--- src/rtl/codec_buf_pkg.sv ---
// rtl/codec_buf_pkg.sv - shared types and constants for the codec write buffer
// Purpose : buffer state encoding, stereo pair layout and the default sample width.
// Contents: DATA_W_DEFAULT, buf_state_t (FILL/RUN), stereo_t (24-bit left/right pair).
package codec_buf_pkg;

  localparam int DATA_W_DEFAULT = 24;

  typedef enum logic {FILL, RUN} buf_state_t;

  typedef struct packed {
    logic [23:0] l;
    logic [23:0] r;
  } stereo_t;

endpackage

--- src/rtl/stereo_fifo_mem.sv ---
// rtl/stereo_fifo_mem.sv - DEPTH x stereo-pair register array with wrapping pointers
// Purpose : storage for the codec write buffer; synchronous write, asynchronous read.
// Ports   : clk, rst_n         clock, asynchronous active-low reset (pointers only)
//           push, wdata_l/r    write the pair at the write pointer and advance it
//           pop                advance the read pointer
//           rdata_l/r          pair at the read pointer (combinational)
module stereo_fifo_mem #(
  parameter int DATA_W = 24,
  parameter int DEPTH  = 8,
  parameter int ADDR_W = $clog2(DEPTH)
) (
  input  logic              clk,
  input  logic              rst_n,
  input  logic              push,
  input  logic [DATA_W-1:0] wdata_l,
  input  logic [DATA_W-1:0] wdata_r,
  input  logic              pop,
  output logic [DATA_W-1:0] rdata_l,
  output logic [DATA_W-1:0] rdata_r
);

  logic [2*DATA_W-1:0] mem_q [DEPTH];
  logic [ADDR_W-1:0]   wr_ptr_q, wr_ptr_d;
  logic [ADDR_W-1:0]   rd_ptr_q, rd_ptr_d;

  // DEPTH is a power of two, so pointers wrap by natural overflow.
  always_comb begin
    wr_ptr_d = wr_ptr_q + ADDR_W'(push);
    rd_ptr_d = rd_ptr_q + ADDR_W'(pop);
  end

  always_ff @(posedge clk or negedge rst_n) begin
    if (!rst_n) begin
      wr_ptr_q <= '0;
      rd_ptr_q <= '0;
    end else begin
      wr_ptr_q <= wr_ptr_d;
      rd_ptr_q <= rd_ptr_d;
    end
  end

  // Array contents need no reset: the level counter guards every read.
  always_ff @(posedge clk) begin
    if (push) mem_q[wr_ptr_q] <= {wdata_l, wdata_r};
  end

  assign {rdata_l, rdata_r} = mem_q[rd_ptr_q];

endmodule

--- src/rtl/codec_write_buffer.sv ---
// rtl/codec_write_buffer.sv - elastic stereo buffer feeding the audio codec write port
// Purpose : accepts pairs on in_valid/in_ready, prefills to DEPTH/2, then drains one
//           pair per codec write_ready; repeats the last pair on underrun.
// Ports   : CLOCK_50, reset_n                 clock, asynchronous active-low reset
//           in_valid, in_left/right, in_ready upstream handshake
//           write_ready, write, writedata_*   codec write port
//           level                             occupied entries 0..DEPTH
//           underrun, overflow                single-cycle event pulses
// Option  : CODEC_WRITE_BUFFER_STATS_EN adds saturating underrun_cnt / overflow_cnt.
module codec_write_buffer
  import codec_buf_pkg::*;
#(
  parameter int DATA_W = DATA_W_DEFAULT,
  parameter int DEPTH  = 8,
  parameter int ADDR_W = $clog2(DEPTH)
) (
  input  logic              CLOCK_50,
  input  logic              reset_n,
  input  logic              in_valid,
  input  logic [DATA_W-1:0] in_left,
  input  logic [DATA_W-1:0] in_right,
  output logic              in_ready,
  input  logic              write_ready,
  output logic              write,
  output logic [DATA_W-1:0] writedata_left,
  output logic [DATA_W-1:0] writedata_right,
  output logic [ADDR_W:0]   level,
  output logic              underrun,
  output logic              overflow
`ifdef CODEC_WRITE_BUFFER_STATS_EN
  ,
  output logic [15:0]       underrun_cnt,
  output logic [15:0]       overflow_cnt
`endif
);

  localparam logic [ADDR_W:0] LVL_FULL = (ADDR_W+1)'(DEPTH);
  localparam logic [ADDR_W:0] LVL_HALF = (ADDR_W+1)'(DEPTH / 2);
  localparam logic [ADDR_W:0] LVL_ONE  = (ADDR_W+1)'(1);

  buf_state_t        state_q, state_d;
  logic [ADDR_W:0]   level_q, level_d;
  logic              in_ready_q, in_ready_d;
  logic [DATA_W-1:0] last_l_q, last_l_d;
  logic [DATA_W-1:0] last_r_q, last_r_d;
  logic [DATA_W-1:0] head_l, head_r;

  logic full, empty, push, serve, pop, underrun_c, overflow_c;

  assign full       = (level_q == LVL_FULL);
  assign empty      = (level_q == '0);
  assign push       = in_valid & in_ready_q;
  assign serve      = (state_q == RUN) & write_ready;
  assign pop        = serve & ~empty;
  assign underrun_c = serve & empty;
  assign overflow_c = in_valid & full;

  stereo_fifo_mem #(
    .DATA_W (DATA_W),
    .DEPTH  (DEPTH),
    .ADDR_W (ADDR_W)
  ) u_mem (
    .clk     (CLOCK_50),
    .rst_n   (reset_n),
    .push    (push),
    .wdata_l (in_left),
    .wdata_r (in_right),
    .pop     (pop),
    .rdata_l (head_l),
    .rdata_r (head_r)
  );

  always_comb begin
    level_d = level_q;
    unique case ({push, pop})
      2'b10:   level_d = level_q + LVL_ONE;
      2'b01:   level_d = level_q - LVL_ONE;
      default: level_d = level_q;
    endcase

    state_d = state_q;
    unique case (state_q)
      FILL: if (level_q >= LVL_HALF) state_d = RUN;
      RUN:  if (underrun_c)          state_d = FILL;
      default:                       state_d = FILL;
    endcase

    last_l_d = pop ? head_l : last_l_q;
    last_r_d = pop ? head_r : last_r_q;

    // Registered ready tracks the next level; it reads 0 while in reset.
    in_ready_d = (level_d != LVL_FULL);
  end

  always_ff @(posedge CLOCK_50 or negedge reset_n) begin
    if (!reset_n) begin
      state_q    <= FILL;
      level_q    <= '0;
      in_ready_q <= 1'b0;
      last_l_q   <= '0;
      last_r_q   <= '0;
    end else begin
      state_q    <= state_d;
      level_q    <= level_d;
      in_ready_q <= in_ready_d;
      last_l_q   <= last_l_d;
      last_r_q   <= last_r_d;
    end
  end

  // Head is shown only while running with data; otherwise the held pair repeats.
  assign write           = serve;
  assign writedata_left  = ((state_q == RUN) && !empty) ? head_l : last_l_q;
  assign writedata_right = ((state_q == RUN) && !empty) ? head_r : last_r_q;
  assign in_ready        = in_ready_q;
  assign level           = level_q;
  assign underrun        = underrun_c;
  assign overflow        = overflow_c;

`ifdef CODEC_WRITE_BUFFER_STATS_EN
  logic [15:0] underrun_cnt_q, underrun_cnt_d;
  logic [15:0] overflow_cnt_q, overflow_cnt_d;

  always_comb begin
    underrun_cnt_d = underrun_cnt_q;
    overflow_cnt_d = overflow_cnt_q;
    if (underrun_c && (underrun_cnt_q != 16'hFFFF)) underrun_cnt_d = underrun_cnt_q + 16'd1;
    if (overflow_c && (overflow_cnt_q != 16'hFFFF)) overflow_cnt_d = overflow_cnt_q + 16'd1;
  end

  always_ff @(posedge CLOCK_50 or negedge reset_n) begin
    if (!reset_n) begin
      underrun_cnt_q <= '0;
      overflow_cnt_q <= '0;
    end else begin
      underrun_cnt_q <= underrun_cnt_d;
      overflow_cnt_q <= overflow_cnt_d;
    end
  end

  assign underrun_cnt = underrun_cnt_q;
  assign overflow_cnt = overflow_cnt_q;
`endif

endmodule

--- config.mk ---
export PLATFORM = sky130hd
export DESIGN_NAME = codec_write_buffer
export DESIGN_NICKNAME = d
export VERILOG_FILES = /design/src/rtl/codec_buf_pkg.sv /design/src/rtl/stereo_fifo_mem.sv /design/src/rtl/codec_write_buffer.sv
export SDC_FILE = /design/constraint.sdc
export NUM_CORES = 1
export LEC_CHECK = 0
export CORE_MARGIN = 2
export CORE_UTILIZATION = 25
export DETAILED_ROUTE_END_ITERATION = 8
export GPL_ROUTABILITY_DRIVEN = 1
export SYNTH_ARGS = -nofsm -noshare
export SYNTH_HDL_FRONTEND = slang
export SYNTH_SLANG_ARGS = --single-unit
--- constraint.sdc ---
create_clock -name CLOCK_50 -period 4.3 [get_ports CLOCK_50]
set_clock_uncertainty 0.2 [all_clocks]
set_input_delay 0.86 -clock CLOCK_50 [delete_from_list [all_inputs] [get_ports CLOCK_50]]
set_output_delay 0.86 -clock CLOCK_50 [all_outputs]
set_load 0.01 [all_outputs]
==> flow_metrics.py, run 1 <==
metrics = {
    "outcome": {
        "status": "finished, final reports clean",
    },
    "grt": {
        "grt.overflow.total": 0,
        "grt_use_total_pct": 10.9,
        "antenna_found_initial": 11,
        "grt_pass1_vias": 8779,
        "grt_max_degree": 98,
        "grt_pass1_wl_um": 57000,
    },
    "cts": {
        "ctsLongestPathBuffers": 3,
        "clk_latency_ns": 0.57,
        "path_clk_slew_ns": 0.06,
        "root_buffer": "clkbuf_16",
        "cts_sinks": 444,
        "hold_buffers": 0,
        "cts_made_buffers": 45,
        "htree_levels": 2,
        "cts_tree": "yes",
    },
    "logic_synthesis": {
        "synth_warnings": 0,
        "synth-edff-count": 384,
        "synth_area_per_cell_um2": 19.5,
        "syn_nets": 943,
        "synth_area_um2": 17200,
        "netlist_instances": 884,
        "synthArstFlopShare_pct": 13.5,
        "synthFlopType": "edfxtp_1",
        "ys_types": 33,
        "synth_seq_area_share_pct": 75.6,
        "synth_seq_cells": 444,
    },
    "timing": {
        "finalSetupViolCount": 0,
        "slew_headroom_pct": 26.2,
        "period_needed_ns": 4.03,
        "worstMarginPinSlew_ns": 1.11,
        "slew_violations": 0,
        "setup_tns_ns": 0,
        "fmax_mhz": 248,
        "final-hold-violation-count": 0,
        "rsz0062_at_grt": "no",
        "fin_crit_sh_pct": 93.6,
    },
    "detailed_routing": {
        "drc": 0,
        "drt-pass1-iter-count": 4,
        "vias_per_cell": 4.34,
        "ant_nets": 0,
        "drt_iter0_drc": 593,
        "wl_per_cell_um": 19.8,
        "routed_wl_um": 38500,
        "vias": 8430,
    },
    "critical_path": {
        "cp_num_buf_inv": 2,
        "end_kind": "primary output",
        "reg2reg_from": "level[0]",
        "cp-start-kind": "register",
        "cpMaxStageDelayCell": "mux4_2",
        "startpoint": "u_mem.rd_ptr_q[0]",
        "arrival_ns": 2.97,
        "cp_slowest_stage_delay_ns": 0.56,
        "reg2reg_depth": 11,
        "path_cells": "buf_12 -> mux4_2 -> mux2i_1 -> o21ai_1 -> clkdlybuf4s50_1",
        "cp.depth": 5,
        "crit_required_ns": 3.24,
        "critPathKind": "register to primary output",
        "path_delay_family": "buffers and inverters",
        "worstPathMaxFanout": 42,
    },
    "floorplan": {
        "coreArea_um2": 68500,
        "initial_core_util_pct": 25.2,
        "die-area_um2": 71100,
        "core.rowCount": 96,
        "die_h_um": 267,
        "die_w_um": 267,
        "pin_count": 108,
    },
    "finish": {
        "nets": 1082,
        "final_cells": 1942,
        "final_util_pct": 30.9,
        "area_growth_pct": 22.6,
        "drive_above_1_share_pct": 21.4,
    },
    "job": {
        "max_cap_violations": 0,
    },
    "placement": {
        "place.gp.congestion": 0.695,
        "dp.cells": 1851,
        "dp_hpwl_um": 22800,
        "io_buffer_count": 107,
    },
    "power_and_ir_drop": {
        "ir_drop_uv": 344,
        "p_leak_nw": 6.88,
        "power_density_nw_per_um2": 733,
    },
    "min_path": {
        "hold_class": "input port to async pin",
    },
}
-- sequential cells by signal, indices dropped and copies added, names as in the netlist --
signal and flops:
state_q 1, last_l_q 24, u_mem.mem_q 384, u_mem.wr_ptr_q 3, last_r_q 24, level 4
in_ready 1, u_mem.rd_ptr_q 3
-- where the power goes --
part           leakage, nW  internal, mW  switching (mW)
sequential            4.15          5.60           0.451
combinational         1.97          2.67            2.76
clock                0.752          2.39            1.62
total                 6.88          10.7            4.83
-- cells in the mapped netlist (2+ instances only) --
library cell	instances	area, um2
a211o_1	2	17.5
a21oi_1	48	240
a21oi_2	2	17.5
and2_1	2	12.5
buf_12	3	60.1
buf_2	25	125
buf_6	3	33.8
clkbuf_1	18	67.6
dfrtp_1	60	1500
edfxtp_1	384	11500
ha_1	7	87.6
inv_1	2	7.51
mux2i_1	47	470
mux2i_4	2	45.0
mux4_2	96	2160
nand2_1	53	199
nand2b_1	4	25.0
nand3b_1	2	15.0
nor2_1	56	210
nor2b_1	2	12.5
nor3_1	2	10.0
o21ai_0	6	30.0
o21ai_1	41	205
o21ai_2	2	17.5
xor2_1	7	61.3
-- stage by stage --
stage               hold WS [ns]  total power, mW  instance area [um2]  setup slack (ns)
floorplan                  0.273             9.33                17300             0.466
global placement           0.300             11.6                19500             0.644
detailed placement         0.310             11.7                19500             0.649
CTS                        0.262             15.7                21100            0.0142
global route               0.279             16.4                21100            0.0167
finish                     0.218             15.5                21100             0.274
-- worst register-to-register path, cell delays in order, from the launching register on --
cell      delay, ns
dfrtp_1        0.48
nor3_2         0.28
nand2b_1       0.21
and2_4         0.21
ha_1           0.27
xor2_1         0.17
ha_1           0.19
a21oi_1        0.14
xor2_1         0.17
nor2_1         0.07
xor2_1         0.16
a211o_1        0.28
-- layout make-up --
class / count / area, um2
Fill cell: 6605 / 47300
Sequential cell: 444 / 13000
Multi-Input combinational cell: 388 / 3990
Timing Repair Buffer: 142 / 1430
Clock buffer: 62 / 1310
Tap cell: 882 / 1100
Clock inverter: 21 / 244
Inverter: 2 / 7.51
Antenna cell: 1 / 2.50
-- worst paths after layout --
path	end	slack, ns
setup / recovery	writedata_right[7]	0.27
hold / removal	last_l_q[7]	0.22
setup reg to reg	in_ready	1.38
hold reg to reg	last_l_q[13]	0.32
max in group asynchronous	u_mem.rd_ptr_q[1]	2.92
min in group CLOCK_50	last_l_q[13]	0.32
-- layout by cell type (no fill, tap or decap), types with 2 or more instances in the layout --
master	synthesis	final
bufinv_16	0	4
clkinv_2	0	6
nor2_4	0	6
ha_1	7	7
nand2b_1	4	4
nor2_1	56	50
edfxtp_1	384	384
clkinv_1	0	3
mux2i_4	2	2
clkbuf_8	0	10
o21ai_0	6	6
xor2_1	7	7
dfrtp_1	60	57
clkinvlp_4	0	5
inv_1	2	2
nand2_1	53	52
o21ai_1	41	41
nor3_4	0	2
o21ai_2	2	2
a211o_1	2	2
mux4_2	96	96
dfrtp_4	0	3
mux2i_1	47	46
clkbuf_1	18	6
a21oi_2	2	2
a21oi_1	48	48
nor2b_1	2	2
buf_4	0	28
nand3b_1	2	2
clkbuf_16	0	46
clkdlybuf4s50_1	0	106
buf_12	3	8
-- what timing repair did --
action / in CTS / in global routing
endpoints found under the setup margin: 0 / 34
endpoints found under the hold margin: 0 / 0
setup buffers: 0 / 7
resized for setup: 0 / 2
-- per-layer routing --
| layer | routed length (um) | part of all wire [%] | track usage, % |
|---|---|---|---|
| met5 | 104 | 0.27 | 0 |
| met4 | 643 | 1.7 | 2.69 |
| met3 | 2450 | 6.4 | 3.53 |
| met2 | 18600 | 48 | 17.7 |
| met1 | 16600 | 43 | 14.0 |
-- cell families (layout without fill, tap and decap cells) --
group / after synthesis / count (layout) / synth area share, %
fa+ha+maj: 7 / 7 / 0.508
compound gates: 103 / 103 / 3.15
flops: 444 / 444 / 75.6
other cells: 0 / 1 / 0
simple gates: 125 / 125 / 3.02
xor+xnor: 8 / 8 / 0.406
buf+inv: 52 / 227 / 1.79
mux: 145 / 145 / 15.5
No activity file was read; power rests on OpenSTA's default activity.
==> inputs of run 2 (changes only) <==
--- a/config.mk
+++ b/config.mk
@@ -5,6 +5,7 @@
 export SDC_FILE = /design/constraint.sdc
 export NUM_CORES = 1
 export LEC_CHECK = 0
+export CAP_MARGIN = 25
 export CORE_MARGIN = 2
 export CORE_UTILIZATION = 25
 export DETAILED_ROUTE_END_ITERATION = 8
==> flow_metrics.py, run 2 (synthesized netlist as in run 1, its figures left out) <==
metrics = {
    "outcome": {
        "status": "finished, final reports clean",
    },
    "floorplan": {
        "coreArea_um2": 68500,
        "pin_count": 108,
        "die_h_um": 267,
        "die_w_um": 267,
        "initial_core_util_pct": 25.2,
        "core.rowCount": 96,
        "die-area_um2": 71100,
    },
    "critical_path": {
        "end_kind": "primary output",
        "cp-start-kind": "register",
        "cpMaxStageDelayCell": "clkdlybuf4s50_1",
        "worstPathMaxFanout": 39,
        "arrival_ns": 2.99,
        "reg2reg_depth": 11,
        "cp_slowest_stage_delay_ns": 0.59,
        "crit_required_ns": 3.24,
        "critPathKind": "register to primary output",
        "path_cells": "nor3_2 -> nand2b_1 -> nand2_8 -> buf_4 -> nand2_1 -> o21ai_1 -> clkdlybuf4s50_1",
    },
    "cts": {
        "cts_sinks": 444,
        "clk_latency_ns": 0.57,
        "root_buffer": "clkbuf_16",
        "cts_made_buffers": 45,
        "path_clk_slew_ns": 0.06,
        "htree_levels": 2,
        "cts_tree": "yes",
        "ctsLongestPathBuffers": 3,
    },
    "timing": {
        "slew_violations": 0,
        "worstMarginPinSlew_ns": 0.586,
        "final-hold-violation-count": 0,
        "finalSetupViolCount": 0,
        "setup_tns_ns": 0,
        "fin_crit_sh_pct": 94.2,
        "fmax_mhz": 247,
        "layout_setup_ws_ns": 0.250,
        "period_needed_ns": 4.05,
        "rsz0062_at_grt": "no",
        "slew_headroom_pct": 61.0,
    },
    "detailed_routing": {
        "vias_per_cell": 4.34,
        "ant_nets": 0,
        "drc": 0,
        "routed_wl_um": 38600,
        "vias": 8441,
        "wl_per_cell_um": 19.9,
        "drt-pass1-iter-count": 4,
        "drt_iter0_drc": 523,
    },
    "grt": {
        "antenna_found_initial": 10,
        "use_met2_pct": 17.7,
        "grt_use_met1_pct": 14.0,
        "busiest_layer": "met2",
        "grt_util_met3_pct": 3.53,
        "grt_max_degree": 98,
        "grt_pass1_vias": 8779,
        "grt.overflow.total": 0,
        "grt_pass1_wl_um": 57000,
        "grt_use_total_pct": 10.9,
    },
    "min_path": {
        "hold_path_depth": 2,
        "hold_class": "register to register",
    },
    "finish": {
        "drive_above_1_share_pct": 21.6,
        "nets": 1085,
        "final_cell_mix": "edfxtp_1, clkdlybuf4s50_1, mux4_2",
        "final_common_cell": "edfxtp_1",
        "largest_reg_flops": 384,
        "largest_register": "u_mem.mem_q",
        "area_growth_pct": 23.0,
        "top_regs": "u_mem.mem_q (384), last_l_q (24), last_r_q (24)",
    },
    "placement": {
        "pre_cts_ws_ns": 0.649,
        "io_buffer_count": 107,
        "place.gp.congestion": 0.695,
        "dp_hpwl_um": 22800,
    },
    "power_and_ir_drop": {
        "p_leak_nw": 6.91,
        "power_density_nw_per_um2": 732,
        "ir_drop_uv": 268,
    },
    "job": {
        "max_cap_violations": 0,
    },
}
run 2: cell types whose count changed in the layout (fill, tap and decap cells not counted):
| cell | before | now |
|---|---|---|
| dlygate4sd3_1 | 0 | 1 |
| buf_16 | 0 | 2 |
run 2: metrics by stage:
step | std cells | hold slack [ns] | utilization (%) | power, mW | area, um2
2_1_floorplan | 884 | 0.273 | - | 9.33 | 17300
3_3_place_gp | 1851 | 0.300 | 28.5 | 11.6 | 19500
3_5_place_dp | 1851 | 0.310 | 28.5 | 11.7 | 19500
4_1_cts | 1934 | 0.262 | 30.8 | 15.7 | 21100
5_1_grt | 1944 | 0.343 | 31.0 | 16.4 | 21200
6_report | 1945 | 0.315 | 31.0 | 15.5 | 21200
run 2: timing repair:
item,in CTS,in global routing
hold endpoints to repair,0,8
resized for setup,0,2
setup endpoints to repair,0,34
hold buffers,0,1
setup buffers,0,7
run 2: final cells by class:
class	count	area [um2]
diodes	1	2.50
inverters	2	7.51
clock inverters	21	244
well taps	882	1100
flip-flops and latches	444	13000
multi-input cells	388	3990
fillers	6601	47300
clock buffers	62	1310
repair buffers	145	1500
run 2: worst max-delay path: cells and delay by family, from the launching register on:
family / cells / cell delay [ns]
buffers and inverters: 2 / 0.90
DFF: 1 / 0.48
and+or+nand+nor: 4 / 0.87
AOI/OAI and AO/OA: 1 / 0.15
run 2: final timing paths:
path / startpoint / slack (ns) / end
worst max-delay path: level[0] / 0.25 / writedata_right[11]
worst min-delay path: last_l_q[13] / 0.32 / last_l_q[13]
worst max register to register: level[0] / 1.36 / in_ready
worst min register to register: last_l_q[13] / 0.32 / last_l_q[13]
max in group asynchronous: reset_n / 2.82 / u_mem.rd_ptr_q[1]
min in group asynchronous: reset_n / 0.48 / last_l_q[7]
run 2: layer usage:
layer	wire length, um	up-vias	part of all wire (%)
met5	101	-	0.26
met4	640	16	1.7
met1	16700	4410	43
met2	18800	160	49
li1	-	3793	-
met3	2400	62	6.2
run 2: report_power, final:
part	internal [mW]	switching (mW)	total [mW]
Combinational	2.69	2.76	5.45
Clock	2.39	1.63	4.02
Sequential	5.60	0.453	6.05
Total	10.7	4.84	15.5
==> inputs of run 3 (changes only) <==
--- a/config.mk
+++ b/config.mk
@@ -13,3 +13,4 @@
 export SYNTH_ARGS = -nofsm -noshare
 export SYNTH_HDL_FRONTEND = slang
 export SYNTH_SLANG_ARGS = --single-unit
+export TNS_END_PERCENT = 30
==> flow_metrics.py, run 3 (synthesized netlist as in run 1, its figures left out) <==
metrics = {
    "cts": {
        "cts_made_buffers": 46,
        "clk_latency_ns": 0.59,
        "cts_tree": "yes",
        "cts_sinks": 444,
        "ctsLongestPathBuffers": 3,
        "root_buffer": "clkbuf_16",
        "htree_levels": 2,
        "path_clk_slew_ns": 0.06,
        "post_cts_resized": 0,
    },
    "critical_path": {
        "critPathKind": "register to primary output",
        "crit_required_ns": 3.24,
        "worstPathMaxFanout": 36,
        "reg2reg_to": "in_ready",
        "reg2reg_depth": 11,
        "end_kind": "primary output",
        "cp-start-kind": "register",
        "rrSetupSlack_ns": 1.41,
        "reg2reg_from": "level[0]",
        "arrival_ns": 3.01,
    },
    "finish": {
        "seqCellArea_um2": 13000,
        "fillers": 6594,
        "final_cell_mix": "edfxtp_1, clkdlybuf4s50_1, mux4_2",
        "top_regs": "u_mem.mem_q (384), last_l_q (24), last_r_q (24)",
        "final_cells": 1949,
        "diodes": 0,
        "drive_above_1_share_pct": 21.6,
        "nets": 1090,
        "largest_register": "u_mem.mem_q",
        "largest_reg_flops": 384,
        "final_cell_area_um2": 21300,
        "multi_input_area_um2": 3970,
        "area_growth_pct": 23.3,
        "final_common_cell": "edfxtp_1",
    },
    "floorplan": {
        "pin_count": 108,
        "core.rowCount": 96,
        "die_h_um": 267,
        "initial_core_util_pct": 25.2,
        "die_w_um": 267,
        "die-area_um2": 71100,
        "coreArea_um2": 68500,
    },
    "timing": {
        "period_needed_ns": 4.07,
        "fmax_mhz": 246,
        "setup_tns_ns": 0,
        "slew_violations": 0,
        "rsz0062_at_grt": "no",
        "fin_crit_sh_pct": 94.7,
        "slew_headroom_pct": 53.9,
        "finalSetupViolCount": 0,
        "final-hold-violation-count": 0,
        "worstMarginPinSlew_ns": 0.690,
    },
    "grt": {
        "grt_pass1_vias": 8845,
        "grt_use_total_pct": 10.9,
        "grt_max_degree": 61,
        "grt.overflow.total": 0,
        "antenna_found_initial": 4,
        "grt_pass1_wl_um": 57500,
    },
    "job": {
        "max_cap_violations": 0,
    },
    "placement": {
        "io_buffer_count": 107,
        "dp.cells": 1854,
        "place.gp.congestion": 0.694,
        "dp_hpwl_um": 22700,
        "post_dp_cell_area_um2": 19500,
    },
    "power_and_ir_drop": {
        "sw_frac_of_total_pct": 31.3,
        "seqPwrFrac_pct": 38.7,
        "power_density_nw_per_um2": 734,
        "ir_drop_uv": 493,
        "p_comb_share_pct": 35.4,
        "p_leak_nw": 6.96,
        "p_switching_mw": 4.88,
        "clock_power_share_pct": 25.9,
        "p_int_mw": 10.7,
    },
    "detailed_routing": {
        "routed_wl_um": 38800,
        "drt_iter0_drc": 419,
        "vias_per_cell": 4.37,
        "vias": 8512,
        "wl_per_cell_um": 19.9,
        "ant_nets": 0,
        "drt-pass1-iter-count": 5,
        "drc": 0,
    },
    "min_path": {
        "hold_class": "register to register",
        "min_from": "u_mem.wr_ptr_q[1]",
        "min_to": "u_mem.wr_ptr_q[1]",
        "hold_path_depth": 1,
    },
    "outcome": {
        "status": "finished, final reports clean",
    },
}
[run 3: changes by cell type in the layout (fill, tap and decap cells not counted), moves of 2 or more]
cell | previous run | this run
clkbuf_8 | 10 | 7
buf_12 | 8 | 11
clkbuf_16 | 46 | 48
clkinvlp_4 | 5 | 1
clkinv_16 | 0 | 2
clkbuf_1 | 6 | 8
clkinv_2 | 6 | 10
[run 3: final cells by class]
cell class                      instances  area share [%]
Tap cell                              882            5.19
Sequential cell                       444            61.4
Clock buffer                           63            6.25
Multi-Input combinational cell        388            18.7
Clock inverter                         21            1.12
Inverter                                2          0.0353
Timing Repair Buffer                  149            7.36
[run 3: how the worst max path moves through the flow]
stage | from | to | slack [ns] | cells after the start
floorplan | in_valid | u_mem.mem_q[2][0] | -0.81 | 4
global placement | u_mem.rd_ptr_q[0] | writedata_left[15] | 0.59 | 5
detailed placement | u_mem.rd_ptr_q[0] | writedata_left[11] | 0.57 | 5
CTS | u_mem.rd_ptr_q[0] | writedata_left[11] | 0.12 | 5
global route | level[0] | writedata_right[7] | 0.03 | 7
finish | u_mem.rd_ptr_q[1] | writedata_right[14] | 0.23 | 5
[run 3: power groups by stage]
stage	Sequential (mW)	Clock, mW	Combinational, mW
after floorplan	5.93	0	3.40
after global placement	6.15	0	5.44
after detailed placement	6.20	0	5.49
after CTS	6.08	4.16	5.58
after global routing	6.13	4.32	6.02
final	6.04	4.04	5.53
[run 3: worst max-delay path: stages (launching register included)]
cell	delay, ns
dfrtp_4	0.81
buf_4	0.32
mux4_2	0.32
mux2i_1	0.36
o21ai_1	0.11
clkdlybuf4s50_1	0.49
[run 3: through the flow]
| stage | worst slack, ns | util [%] | power, mW | hold slack, ns |
|---|---|---|---|---|
| finish | 0.228 | 31.0 | 15.6 | 0.322 |
| global route | 0.0335 | 31.0 | 16.5 | 0.333 |
| CTS | 0.121 | 30.9 | 15.8 | 0.240 |
| detailed placement | 0.573 | 28.5 | 11.7 | 0.313 |
| global placement | 0.593 | 28.5 | 11.6 | 0.298 |
| floorplan | -0.815 | - | 9.33 | 0.273 |
[run 3: what timing repair did]
| item | CTS | global route |
|---|---|---|
| hold buffers | 0 | 1 |
| buffers inserted | 1 | 8 |
| pin swaps | 0 | 0 |
| endpoints found under the hold margin | 0 | 7 |
| endpoints found under the setup margin | 8 | 1 |
[run 3: routing by layer]
metal / wire [um] / global-route usage [%] / part of all wire (%)
met2: 19400 / 18.4 / 50
met5: 49 / 0 / 0.13
met3: 1690 / 2.09 / 4.4
met1: 16900 / 14.4 / 44
met4: 733 / 3.13 / 1.9
